$ cat src/rtl/seven_seg_scan_ctrl.sv
// Multiplexed seven-segment scan controller: shadows the time digits, scans them
// with an all-off gap before each digit, and takes new digits only at frame boundaries.
module seven_seg_scan_ctrl #(
  parameter int unsigned NUM_DIGITS   = 6,
  parameter int unsigned DWELL_CYCLES = 1000,
  parameter int unsigned BLANK_CYCLES = 16
) (
  input  logic                    clk_i,
  input  logic                    rst_i,
  input  logic                    enable_i,
  input  logic                    lzb_en_i,
  input  logic [4*NUM_DIGITS-1:0] digits_i,
  input  logic                    load_i,
  output logic                    load_ack_o,
  output logic [3:0]              bcd_o,
  output logic [NUM_DIGITS-1:0]   digit_sel_o,
  output logic                    seg_blank_o,
  output logic                    frame_done_o
);

  localparam int unsigned IW     = (NUM_DIGITS > 1) ? $clog2(NUM_DIGITS) : 1;
  localparam int unsigned CMAX   = (DWELL_CYCLES > BLANK_CYCLES) ? DWELL_CYCLES : BLANK_CYCLES;
  localparam int unsigned CW     = $clog2(CMAX + 1);
  localparam logic [IW-1:0] LAST_IDX  = IW'(NUM_DIGITS - 1);
  localparam logic [CW-1:0] BLANK_END = CW'(BLANK_CYCLES - 1);
  localparam logic [CW-1:0] DWELL_END = CW'(DWELL_CYCLES - 1);

  typedef enum logic [1:0] {S_IDLE, S_BLANK, S_SHOW} state_t;

  state_t                  state_q, state_d;
  logic [IW-1:0]           idx_q, idx_d;
  logic [CW-1:0]           cnt_q, cnt_d;
  logic [4*NUM_DIGITS-1:0] shadow_q, shadow_d;
  logic                    ack_q, ack_d;
  logic                    fdone_q, fdone_d;
  logic [3:0]              bcd_q, bcd_d;
  logic [NUM_DIGITS-1:0]   sel_q, sel_d;
  logic                    blank_q, blank_d;
  logic                    last_dwell;
  logic                    capture;

  function automatic logic [3:0] nib(input logic [4*NUM_DIGITS-1:0] v, input logic [IW-1:0] k);
    int unsigned base;
    base = 4 * (NUM_DIGITS - 1 - 32'(k));
    return v[base +: 4];
  endfunction

  // Digit k is blanked when it and every digit to its left are zero; the last digit never is.
  function automatic logic lzb_blank(input logic [4*NUM_DIGITS-1:0] v, input logic [IW-1:0] k);
    logic all_zero;
    all_zero = 1'b1;
    for (int unsigned j = 0; j < NUM_DIGITS - 1; j++) begin
      if (j <= 32'(k) && nib(v, IW'(j)) != 4'd0) all_zero = 1'b0;
    end
    return (32'(k) < NUM_DIGITS - 1) && all_zero;
  endfunction

  always_comb begin
    state_d    = state_q;
    idx_d      = idx_q;
    cnt_d      = cnt_q;
    shadow_d   = shadow_q;
    fdone_d    = 1'b0;
    last_dwell = (state_q == S_SHOW) && (cnt_q == DWELL_END);
    capture    = load_i && !ack_q &&
                 ((state_q == S_IDLE) || (last_dwell && idx_q == LAST_IDX));
    ack_d      = capture;
    if (capture) shadow_d = digits_i;

    case (state_q)
      S_IDLE: begin
        if (enable_i) begin
          state_d = S_BLANK;
          idx_d   = '0;
          cnt_d   = '0;
        end
      end
      S_BLANK: begin
        if (!enable_i) begin
          state_d = S_IDLE;
          idx_d   = '0;
          cnt_d   = '0;
        end else if (cnt_q == BLANK_END) begin
          state_d = S_SHOW;
          cnt_d   = '0;
        end else begin
          cnt_d = cnt_q + 1'b1;
        end
      end
      S_SHOW: begin
        if (!enable_i) begin
          state_d = S_IDLE;
          idx_d   = '0;
          cnt_d   = '0;
        end else if (last_dwell) begin
          state_d = S_BLANK;
          cnt_d   = '0;
          if (idx_q == LAST_IDX) begin
            idx_d   = '0;
            fdone_d = 1'b1;
          end else begin
            idx_d = idx_q + 1'b1;
          end
        end else begin
          cnt_d = cnt_q + 1'b1;
        end
      end
      default: begin
        state_d = S_IDLE;
        idx_d   = '0;
        cnt_d   = '0;
      end
    endcase

    // Outputs are derived from next-state values so the registered outputs line up with the state.
    bcd_d   = nib(shadow_d, idx_d);
    sel_d   = (state_d == S_SHOW) ? (NUM_DIGITS'(1) << idx_d) : '0;
    blank_d = (state_d != S_SHOW) || (lzb_en_i && lzb_blank(shadow_d, idx_d));
  end

  always_ff @(posedge clk_i) begin
    if (rst_i) begin
      state_q  <= S_IDLE;
      idx_q    <= '0;
      cnt_q    <= '0;
      shadow_q <= '0;
      ack_q    <= 1'b0;
      fdone_q  <= 1'b0;
      bcd_q    <= '0;
      sel_q    <= '0;
      blank_q  <= 1'b1;
    end else begin
      state_q  <= state_d;
      idx_q    <= idx_d;
      cnt_q    <= cnt_d;
      shadow_q <= shadow_d;
      ack_q    <= ack_d;
      fdone_q  <= fdone_d;
      bcd_q    <= bcd_d;
      sel_q    <= sel_d;
      blank_q  <= blank_d;
    end
  end

  assign load_ack_o   = ack_q;
  assign frame_done_o = fdone_q;
  assign bcd_o        = bcd_q;
  assign digit_sel_o  = sel_q;
  assign seg_blank_o  = blank_q;

endmodule

$ cat config.mk
export PLATFORM = sky130hd
export DESIGN_NAME = seven_seg_scan_ctrl
export DESIGN_NICKNAME = d
export VERILOG_FILES = /design/src/rtl/seven_seg_scan_ctrl.sv
export SDC_FILE = /design/constraint.sdc
export NUM_CORES = 1
export LEC_CHECK = 0
export ABC_AREA = 0
export ABC_CLOCK_PERIOD_IN_PS = 3200
export CAP_MARGIN = 15
export CORE_MARGIN = 4
export CORE_UTILIZATION = 53
export CTS_CLUSTER_DIAMETER = 30
export CTS_CLUSTER_SIZE = 10
export DETAILED_ROUTE_END_ITERATION = 10
export GPL_TIMING_DRIVEN = 1
export PLACE_DENSITY = 0.8
export SKIP_CTS_REPAIR_TIMING = 1
export SYNTH_ARGS = -nofsm -noshare
export SYNTH_HDL_FRONTEND = slang
export SYNTH_SLANG_ARGS = --single-unit
export TNS_END_PERCENT = 10
$ cat constraint.sdc
create_clock -name clk_i -period 3.2 [get_ports clk_i]
set_input_delay 0.48 -clock clk_i [delete_from_list [all_inputs] [get_ports clk_i]]
set_output_delay 0.48 -clock clk_i [all_outputs]
set_load 0.01 [all_outputs]
# Yosys cells after proc, flatten, opt, wreduce, memory -nomap -nowiden
# Cells that the tools add are included.
[totals]
word_cells = 77
register_bits = 52
ramBits = 0
mem_bits_ro = 0
latchBits = 0
n_memories = 0
input_bits = 29
out_inout_bits = 13
[classes]
shifts = 2
bitwise_logic = 4
n_addsub = 3
reduce_logical = 21
n_lt_le_gt_ge = 5
mux = 25
div_mod_pow = 0
eq_ne = 8
multipliers = 0
[op_table]
columns = ["cell", "n"]
rows = [
  ["$mux W10", 5],
  ["$shiftx A24 B33 Y4", 1],
  ["$pmux W10 S3", 1],
  ["$mux W24", 1],
  ["$reduce_bool A4 Y1", 5],
  ["$mux W3", 5],
  ["$add A10 B1 Y10 const B", 1],
  ["$eq A10 B10 Y1 const B", 1],
  ["$eq A10 B4 Y1 const B", 1],
  ["$logic_and A1 B1 Y1", 10],
  ["$mux W2", 5],
  ["$pmux W3 S3", 1],
  ["$le A2 B3 Y1 const A", 2],
  ["$mux W1", 6],
  ["$pmux W2 S3", 1],
  ["$shl A1 B3 Y6 const A", 1],
  ["$eq A2 B2 Y1 const B", 2],
  ["$ne A2 B2 Y1 const B", 2],
  ["$not A1 Y1", 4],
  ["$reduce_or A4 Y1", 1],
  ["$sub A3 B3 Y4 const A", 1],
  ["$add A3 B1 Y3 const B", 1],
  ["$eq A3 B3 Y1 const B", 1],
  ["$le A1 B3 Y1 const A", 1],
  ["7 further kinds", 8],
]

# Logic depth before layout (Yosys ltp)
# Gate-level depths: netlist (run 1).
[logic_depth]
depth_word = 15
ltp_mapped = 15
depth_no_buf = 14

# Least setup slack after synthesis (run 1)
# Ideal clock, no wire load.
[synth_path]
path_type = "reg-to-reg"
startpoint = "reg state_q[0]"
endpoint = "reg bcd_q[0], in the netlist bcd_o[0]"
path_slack_ns = 0.648
t_arrival_ns = 2.473
period_less_slack_ns = 2.552
stages_incl_launch_ff = 11
setup_time_ns = 0.079
cell_sequence = "dfxtp_1 -> inv_1 -> ha_1 -> and4_1 -> nand4_1 -> or4_1 -> a21o_1 -> ha_1 -> nor4_1 -> o21ai_0 -> o211ai_1"
[synth_between]
elab_chain_cells = 7
elab_cells_between_ends = 13
cone_classes = "add/sub (1); eq/ne (2); shift (1); mux (4); reduce/logical (5)"
[synth_rtl]
columns = ["element", "line_no", "source"]
rows = [
  ["start: declaration", "30", "state_t state_q, state_d;"],
  ["start signal: assignment", "133", "state_q <= state_d;"],
  ["$eq A2 B2 Y1", "64, 70", ""],
  ["$logic_and A1 B1 Y1", "64", "last_dwell = (state_q == S_SHOW) && (cnt_q == DWELL_END);"],
  ["$mux W3 or $logic_and A1 B1 Y1 (tied branches)", "95, 66", ""],
  ["$mux W3 or $logic_or A1 B1 Y1 (tied branches)", "91, 66", ""],
  ["$pmux W3 S3 or $logic_and A1 B1 Y1 (tied branches)", "70, 65", ""],
  ["$sub A3 B3 Y4 or $mux W24 (tied branches)", "44, 68", ""],
  ["$shiftx A24 B33 Y4 (*)", "45", "return v[base +: 4];"],
  ["end signal: assignment", "129", "bcd_q <= '0;"],
  ["end signal: assignment", "139", "bcd_q <= bcd_d;"],
  ["end: declaration", "36", "logic [3:0] bcd_q, bcd_d;"],
]
# Every way passes the cells marked *; elsewhere a longest branch is shown, timed or not.
# A chain may end at the register's enable or synchronous reset.

# Final worst setup path (run 1)
[layout_path]
startpoint = "reg state_q[0]"
endpoint = "reg bcd_q[2], in the netlist bcd_o[2]"
# Same word-level chain as after synthesis.

==> results of run 1 <==
==> state kept, by name (all words and copies together), names as in the netlist <==
| signal | cells |
|---|---|
| frame_done_o | 1 |
| cnt_q | 10 |
| load_ack_o | 1 |
| idx_q | 3 |
| seg_blank_o | 1 |
| state_q | 2 |
| digit_sel_o | 6 |
| shadow_q | 24 |
| bcd_o | 4 |
==> layer usage <==
layer  vias up  GRT usage
met5         -          0
met4         0     0.0577
met3         7     0.0378
met2        63      0.335
met1      1129      0.282
li1       1255          -
==> worst max path at each step <==
| stage | startpoint | end | slack (ns) | depth (start not counted) |
|---|---|---|---|---|
| final | state_q[0]$_SDFF_PP0_ | bcd_o[2]$_SDFF_PP0_ | 0.39 | 10 |
| after global routing | state_q[0]$_SDFF_PP0_ | bcd_o[2]$_SDFF_PP0_ | 0.12 | 10 |
| after CTS | state_q[0]$_SDFF_PP0_ | bcd_o[2]$_SDFF_PP0_ | 0.27 | 10 |
| after detailed placement | enable_i | bcd_o[2]$_SDFF_PP0_ | 0.09 | 10 |
| after global placement | enable_i | bcd_o[0]$_SDFF_PP0_ | 0.19 | 10 |
| after floorplan | state_q[0]$_SDFF_PP0_ | bcd_o[0]$_SDFF_PP0_ | 0.65 | 10 |
==> cell type report <==
cell class	instances	area, um2	area share
Clock inverter	2	15.0	0.00470
Tap cell	67	83.8	0.0263
Timing Repair Buffer	49	470	0.147
Inverter	9	33.8	0.0106
Sequential cell	52	1040	0.326
Clock buffer	6	82.6	0.0259
Multi-Input combinational cell	249	1470	0.459
==> worst register-to-register path: cells and delay by family, from the launching register on <==
family                     cells  cell delay, ns
buffers and inverters          1            0.09
AOI/OAI and AO/OA              3            0.51
adders and majority gates      2            0.61
DFF                            1            0.36
and+or+nand+nor                4            1.20
==> cell families (layout without fill, tap and decap cells) <==
logic type | Yosys count | after routing | synth area share
muxes | 8 | 8 | 0.0309
DFF | 52 | 52 | 0.396
and+or+nand+nor | 139 | 139 | 0.267
adders and majority gates | 8 | 8 | 0.0381
AOI/OAI and AO/OA | 94 | 94 | 0.219
buffers and inverters | 25 | 66 | 0.0490
==> through the flow <==
stage | std cells | utilization
after detailed placement | 426 | 0.649
after global placement | 426 | 0.649
after global routing | 434 | 0.672
after floorplan | 326 | -
final | 434 | 0.672
after CTS | 434 | 0.670
==> cell usage after synthesis, types with 3 or more instances <==
| cell | instances |
|---|---|
| dfxtp_1 | 52 |
| nand2_1 | 49 |
| a21oi_1 | 48 |
| nor2_1 | 33 |
| o21ai_0 | 19 |
| nor4_1 | 10 |
| and3_1 | 9 |
| inv_1 | 9 |
| ha_1 | 8 |
| clkbuf_1 | 7 |
| mux2i_1 | 7 |
| nor3b_1 | 7 |
| buf_2 | 6 |
| nand3_1 | 5 |
| a31oi_1 | 4 |
| nor3_1 | 4 |
| or4_1 | 4 |
| nand4_1 | 3 |
| o211ai_1 | 3 |
==> power groups by stage <==
| stage | sequential [mW] | clock [mW] | combinational (mW) |
|---|---|---|---|
| after floorplan | 0.698 | 0 | 0.110 |
| after CTS | 0.684 | 0.399 | 0.190 |
| after global placement | 0.699 | 0 | 0.187 |
| after global routing | 0.687 | 0.426 | 0.211 |
| final | 0.684 | 0.393 | 0.192 |
| after detailed placement | 0.699 | 0 | 0.189 |
==> flow_summary.json, run 1 <==
{
  "status": "finished clean",
  "ioPinCount": 42,
  "relSlewSlack": 0.426,
  "clkTransAtPathRegs_ns": 0.09,
  "tightest_slew_ns": 0.861,
  "r2r_cells": 10,
  "coreArea_um2": 4750,
  "vias_per_cell": 5.65,
  "dr_wl_met3_um": 338,
  "layout_common_cells": "dfxtp_1, nand2_1, a21oi_1, clkdlybuf4s50_1, nor2_1",
  "initial_utilization": 0.553,
  "irDropWorstVdd_mv": 0.240,
  "hold_start": "shadow_q[1]$_SDFF_PP0_",
  "ant_nets": 0,
  "clk_latency_ns": 0.31,
  "cts.path.max_buffers": 2,
  "worst_slack_ns": 0.386,
  "avgSynthCellArea_um2": 8.06,
  "wl_met2_um": 2870,
  "hold_viol": 0,
  "synth_top_area_share": 0.396,
  "critPathSlowestCell": "or4_1",
  "crit_path_cell_trace": "inv_1 > ha_1 > and4_1 > nand4_1 > or4_1 > a21o_1 > ha_1 > nor4_2 > o21ai_0 > o211ai_1",
  "place_ws_ns": 0.0945,
  "grt_pass1_vias": 2233,
  "synth_top_cell_by_area": "dfxtp_1",
  "cts.sinks": 52,
  "p_leak_nw": 1.21,
  "fin_crit_sh": 0.879,
  "setup_tns_ns": 0,
  "r2r_end": "bcd_o[2]$_SDFF_PP0_",
  "row_count": 25,
  "power_density_nw_per_um2": 398,
  "area_growth_pct": 21.5,
  "reg2reg_setup_slack_ns": 0.39,
  "finalSetupViolations": 0,
  "drt_wl_total_um": 6160,
  "drtIter0Drc": 136,
  "power_switching_mw": 0.334,
  "skew_ns": 0.0117,
  "yosys_warnings": 0,
  "required_ns": 3.44,
  "max_cap_violations": 0,
  "nFillCells": 417,
  "slew_viol_final": 0,
  "grt_pass1_wl_um": 10300,
  "wl_per_cell_um": 14.2,
  "period_needed_ns": 2.81,
  "path_delay_family": "simple AND/OR/NAND/NOR gates",
  "power_frac_seq": 0.539,
  "place_area_um2": 3090,
  "die_area_um2": 6150,
  "grt_max_degree": 27,
  "antennaDiodeCount": 0,
  "worstSetupPathType": "flip-flop to flip-flop",
  "portBuffers": 41,
  "final_common_cell": "dfxtp_1",
  "met1Wirelength_um": 2890,
  "fmax_mhz": 355,
  "start_kind": "flip-flop",
  "die_x_um": 78.4,
  "dp_hpwl_um": 4670,
  "yosysSeqAreaShare": 0.396,
  "hold_class": "flip-flop to flip-flop",
  "stdcell_area_um2": 3190,
  "end_kind": "flip-flop",
  "gp_congestion": 0.822,
  "timing.hold.ws_ns": 0.473,
  "drive_above_1_share": 0.0708,
  "postSynth.asyncResetShare": 0,
  "ys_ff_latch": 52,
  "timing.critical_path.mode_cell": "ha_1",
  "reg2reg_from": "state_q[0]$_SDFF_PP0_",
  "h-tree-depth": 2,
  "final_nets": 403,
  "die_h_um": 78.4,
  "synth_edf_count": 0,
  "ys_top_cells_by_area": "dfxtp_1, a21oi_1, nand2_1, nor2_1, ha_1",
  "cts_buffers": 5,
  "cts_root_buf": "clkbuf_8",
  "hold_depth": 2,
  "switching_share": 0.263,
  "pwr-share-clk": 0.310,
  "arrival_ns": 3.05,
  "synth_cell_types": 53,
  "p_comb_frac": 0.151,
  "p_int_mw": 0.936,
  "grtUsageTotal": 0.207,
  "drc": 0,
  "cp_max_fo": 6,
  "cpPeakStageDelay_ns": 0.44,
  "hold_end": "shadow_q[1]$_SDFF_PP0_",
  "synth_ff_type": "dfxtp_1",
  "vias": 2454,
  "path_buf_inv": 1,
  "antenna_found_initial": 0,
  "dr.pass1.iters": 4,
  "synth_area_um2": 2630,
  "syn-num-nets": 363,
  "synth_cells": 326,
  "top_layer_used": "met4",
  "total_power_mw": 1.27,
  "rsz0062_at_grt": "false",
  "cts_tree": "done",
  "overflow": 0
}
Note: power is estimated with default switching activity, not from simulation.
==> inputs of run 2 (changes only) <==
--- a/config.mk
+++ b/config.mk
@@ -9,12 +9,12 @@
 export ABC_CLOCK_PERIOD_IN_PS = 3200
 export CAP_MARGIN = 15
 export CORE_MARGIN = 4
-export CORE_UTILIZATION = 53
+export CORE_UTILIZATION = 45
 export CTS_CLUSTER_DIAMETER = 30
 export CTS_CLUSTER_SIZE = 10
 export DETAILED_ROUTE_END_ITERATION = 10
 export GPL_TIMING_DRIVEN = 1
-export PLACE_DENSITY = 0.8
+export PLACE_DENSITY = 0.7
 export SKIP_CTS_REPAIR_TIMING = 1
 export SYNTH_ARGS = -nofsm -noshare
 export SYNTH_HDL_FRONTEND = slang
==> flow_summary.json, run 2 (synthesis gave the netlist of run 1 again) <==
{
  "die_x_um": 84.4,
  "fmax_mhz": 342,
  "h-tree-depth": 2,
  "cp_max_fo": 6,
  "tightest_slew_ns": 0.896,
  "initial_utilization": 0.472,
  "required_ns": 3.44,
  "cts.path.max_buffers": 2,
  "final_nets": 404,
  "place_ws_ns": 0.129,
  "cts_tree": "done",
  "final_cells": 440,
  "arrival_ns": 3.16,
  "grt_max_degree": 27,
  "antennaDiodeCount": 0,
  "antenna_found_initial": 0,
  "dp.cells": 432,
  "rsz0062_at_grt": "false",
  "setup_tns_ns": 0,
  "ant_nets": 0,
  "hold_viol": 0,
  "status": "finished clean",
  "total_power_mw": 1.26,
  "gp_congestion": 0.868,
  "vias": 2456,
  "largest_reg_flops": 24,
  "grt_pass1_vias": 2264,
  "die_area_um2": 7130,
  "skew_ns": 0.0114,
  "hold_class": "flip-flop to flip-flop",
  "fin_crit_sh": 0.913,
  "dr.pass1.iters": 4,
  "end_kind": "flip-flop",
  "start_kind": "flip-flop",
  "ioPinCount": 42,
  "grtUsageTotal": 0.184,
  "overflow": 0,
  "final_common_cell": "dfxtp_1",
  "worst_slack_ns": 0.279,
  "wl_per_cell_um": 14.5,
  "portBuffers": 41,
  "largest-register": "shadow_q",
  "die_h_um": 84.4,
  "power_density_nw_per_um2": 395,
  "row_count": 27,
  "drtIter0Drc": 174,
  "irDropWorstVdd_mv": 0.232,
  "finalSetupViolations": 0,
  "coreArea_um2": 5570,
  "drt_wl_total_um": 6390,
  "cts_buffers": 5,
  "cts_root_buf": "clkbuf_8",
  "cts.sinks": 52,
  "p_leak_nw": 1.22,
  "slew_viol_final": 0,
  "drc": 0,
  "clkTransAtPathRegs_ns": 0.09,
  "max_cap_violations": 0,
  "vias_per_cell": 5.58,
  "area_growth_pct": 21.5,
  "drive_above_1_share": 0.0679,
  "clk_latency_ns": 0.31,
  "period_needed_ns": 2.92,
  "dp_hpwl_um": 4880,
  "relSlewSlack": 0.403,
  "grt_pass1_wl_um": 10900,
  "worstSetupPathType": "flip-flop to flip-flop",
  "layout_common_cells": "dfxtp_1, nand2_1, a21oi_1, clkdlybuf4s50_1, nor2_1"
}
run 2: cell types whose count changed in the layout (fill, tap and decap cells not counted), sizes merged:
| cell | delta |
|---|---|
| buf | +1 |
| clkinv | +2 |
| clkinvlp | -2 |
run 2: path summary, 6_finish.rpt:
kind                             to  depth (start not counted)                    from  slack, ns
max             bcd_o[1]$_SDFF_PP0_                         10   state_q[0]$_SDFF_PP0_       0.28
min          shadow_q[1]$_SDFF_PP0_                          2  shadow_q[1]$_SDFF_PP0_       0.47
max reg2reg     bcd_o[1]$_SDFF_PP0_                         10   state_q[0]$_SDFF_PP0_       0.28
min reg2reg  shadow_q[1]$_SDFF_PP0_                          2  shadow_q[1]$_SDFF_PP0_       0.47
run 2: cell type report:
cell class | count | area [um2]
Clock buffer | 6 | 82.6
Inverter | 9 | 33.8
Tap cell | 72 | 90.1
Sequential cell | 52 | 1040
Clock inverter | 2 | 10.0
Multi-Input combinational cell | 249 | 1460
Fill cell | 524 | 2380
Timing Repair Buffer | 50 | 478
run 2: worst max-delay path: stages, from the launching register on:
cell	delay (ns)
dfxtp_1	0.37
inv_1	0.10
ha_1	0.27
and4_1	0.25
nand4_1	0.19
or4_1	0.45
a21o_1	0.25
ha_1	0.35
nor4_1	0.35
o21ai_0	0.17
o211ai_1	0.12
run 2: routing by layer:
metal / vias up / global-route usage / wire [um]
li1: 1255 / - / -
met1: 1127 / 0.253 / 3020
met2: 65 / 0.288 / 2930
met3: 9 / 0.0412 / 348
met4: 0 / 0.0590 / 99
met5: - / 0 / 0
run 2: report_power, final:
group / internal, mW / leakage (nW) / switching, mW / total (mW)
registers: 0.672 / 0.423 / 0.0123 / 0.684
clock network: 0.173 / 0.0510 / 0.212 / 0.385
logic: 0.0887 / 0.750 / 0.103 / 0.191
total: 0.933 / 1.22 / 0.328 / 1.26
run 2: through the flow:
| step | util | hold WS, ns | area [um2] |
|---|---|---|---|
| after global routing | 0.573 | 0.497 | 3190 |
| after CTS | 0.573 | 0.474 | 3190 |
| after detailed placement | 0.556 | 0.461 | 3100 |
| after floorplan | - | 0.444 | 2630 |
| final | 0.573 | 0.472 | 3190 |
| after global placement | 0.556 | 0.451 | 3100 |
==> inputs of run 3 (changes only) <==
--- a/config.mk
+++ b/config.mk
@@ -8,6 +8,7 @@
 export ABC_AREA = 0
 export ABC_CLOCK_PERIOD_IN_PS = 3200
 export CAP_MARGIN = 15
+export CORE_ASPECT_RATIO = 0.9
 export CORE_MARGIN = 4
 export CORE_UTILIZATION = 45
 export CTS_CLUSTER_DIAMETER = 30
==> flow_summary.json, run 3 (synthesis gave the netlist of run 1 again) <==
{
  "rsz0062_at_grt": "false",
  "layout_common_cells": "dfxtp_1, nand2_1, a21oi_1, clkdlybuf4s50_1, nor2_1",
  "cts.path.max_buffers": 2,
  "hold_viol": 0,
  "drtIter0Drc": 219,
  "hold_class": "flip-flop to flip-flop",
  "cts_root_buf": "clkbuf_8",
  "cts_tree": "done",
  "irDropWorstVdd_mv": 0.277,
  "vias": 2483,
  "dp_hpwl_um": 4960,
  "largest-register": "shadow_q",
  "total_power_mw": 1.27,
  "use_met2": 0.278,
  "coreArea_um2": 5660,
  "p_int_mw": 0.937,
  "period_needed_ns": 2.94,
  "fin_util": 0.565,
  "ant_nets": 0,
  "drt_wl_total_um": 6470,
  "vias_per_cell": 5.67,
  "cts.sinks": 52,
  "pwr-share-clk": 0.307,
  "arrival_ns": 3.17,
  "h-tree-depth": 2,
  "row_count": 26,
  "power_frac_seq": 0.540,
  "finalSetupViolations": 0,
  "worstSetupPathType": "flip-flop to flip-flop",
  "relSlewSlack": 0.577,
  "grt_max_degree": 32,
  "drc": 0,
  "die_area_um2": 7130,
  "busiest_layer": "met2",
  "antenna_found_initial": 0,
  "cp_max_fo": 6,
  "final_nets": 404,
  "dr.pass1.iters": 5,
  "wl_per_cell_um": 14.8,
  "fmax_mhz": 341,
  "antennaDiodeCount": 0,
  "use_met3": 0.0390,
  "nFillCells": 530,
  "grtUsageTotal": 0.187,
  "met1_usage": 0.265,
  "p_leak_nw": 1.22,
  "largest_reg_flops": 24,
  "cts_buffers": 5,
  "setup_tns_ns": 0,
  "final_cells": 438,
  "die_x_um": 88.6,
  "grt_pass1_wl_um": 10300,
  "fin_crit_sh": 0.918,
  "portBuffers": 41,
  "skew_ns": 0.00747,
  "required_ns": 3.44,
  "p_comb_frac": 0.153,
  "drive_above_1_share": 0.0679,
  "start_kind": "flip-flop",
  "tightest_slew_ns": 0.633,
  "power_density_nw_per_um2": 396,
  "area_growth_pct": 21.7,
  "status": "finished clean",
  "ioPinCount": 42,
  "overflow": 0,
  "die_h_um": 80.5,
  "power_switching_mw": 0.329,
  "max_cap_violations": 0,
  "dp.cells": 430,
  "end_kind": "flip-flop",
  "grt_pass1_vias": 2191,
  "switching_share": 0.260,
  "slew_viol_final": 0,
  "clkTransAtPathRegs_ns": 0.09,
  "clk_latency_ns": 0.30,
  "gp_congestion": 0.905,
  "initial_utilization": 0.464,
  "final_common_cell": "dfxtp_1"
}
[run 3: cell count changes in the layout (fill, tap and decap cells not counted)]
| cell | delta |
|---|---|
| nor4_2 | +1 |
| nor4_1 | -1 |
| clkbuf_1 | +1 |
| clkinvlp_4 | +1 |
| clkinv_2 | -2 |
[run 3: worst max-delay path, stage by stage (launching register included)]
cell and delay (ns):
dfxtp_1 0.36, inv_1 0.10, ha_1 0.27, and4_1 0.26
nand4_1 0.19, or4_1 0.45, a21o_1 0.24, ha_1 0.35
nor4_2 0.37, o21ai_0 0.16, o211ai_1 0.11
[run 3: cell type report]
class | count | area [um2] | share of cell area
Clock buffer | 7 | 86.3 | 0.0270
Clock inverter | 1 | 7.51 | 0.00235
Inverter | 9 | 33.8 | 0.0106
Multi-Input combinational cell | 249 | 1470 | 0.458
Sequential cell | 52 | 1040 | 0.325
Tap cell | 70 | 87.6 | 0.0274
Timing Repair Buffer | 50 | 478 | 0.149
[run 3: final timing paths]
kind / start / endpoint / slack (ns) / cells after the start
min reg2reg: shadow_q[0]$_SDFF_PP0_ / shadow_q[0]$_SDFF_PP0_ / 0.47 / 2
max reg2reg: state_q[0]$_SDFF_PP0_ / bcd_o[0]$_SDFF_PP0_ / 0.26 / 10
max: state_q[0]$_SDFF_PP0_ / bcd_o[0]$_SDFF_PP0_ / 0.26 / 10
min: shadow_q[0]$_SDFF_PP0_ / shadow_q[0]$_SDFF_PP0_ / 0.47 / 2
[run 3: power by group through the flow]
stage          clock (mW)  sequential [mW]  combinational, mW
4_1_cts             0.393            0.684              0.192
6_report            0.388            0.684              0.194
5_1_grt             0.422            0.687              0.213
3_5_place_dp            0            0.699              0.191
2_1_floorplan           0            0.698              0.110
3_3_place_gp            0            0.699              0.189
[run 3: routing by layer]
layer / routed length [um] / part of all wire / up-vias
met4: 78 / 0.012 / 0
met2: 2890 / 0.45 / 83
li1: - / - / 1256
met3: 370 / 0.057 / 7
met5: 0 / 0 / -
met1: 3130 / 0.48 / 1137
[run 3: through the flow]
step	worst slack, ns	hold slack (ns)	area (um2)
2_1_floorplan	0.648	0.444	2630
3_3_place_gp	0.169	0.455	3100
3_5_place_dp	0.0210	0.462	3100
4_1_cts	0.192	0.475	3190
5_1_grt	0.0612	0.495	3200
6_report	0.264	0.472	3200
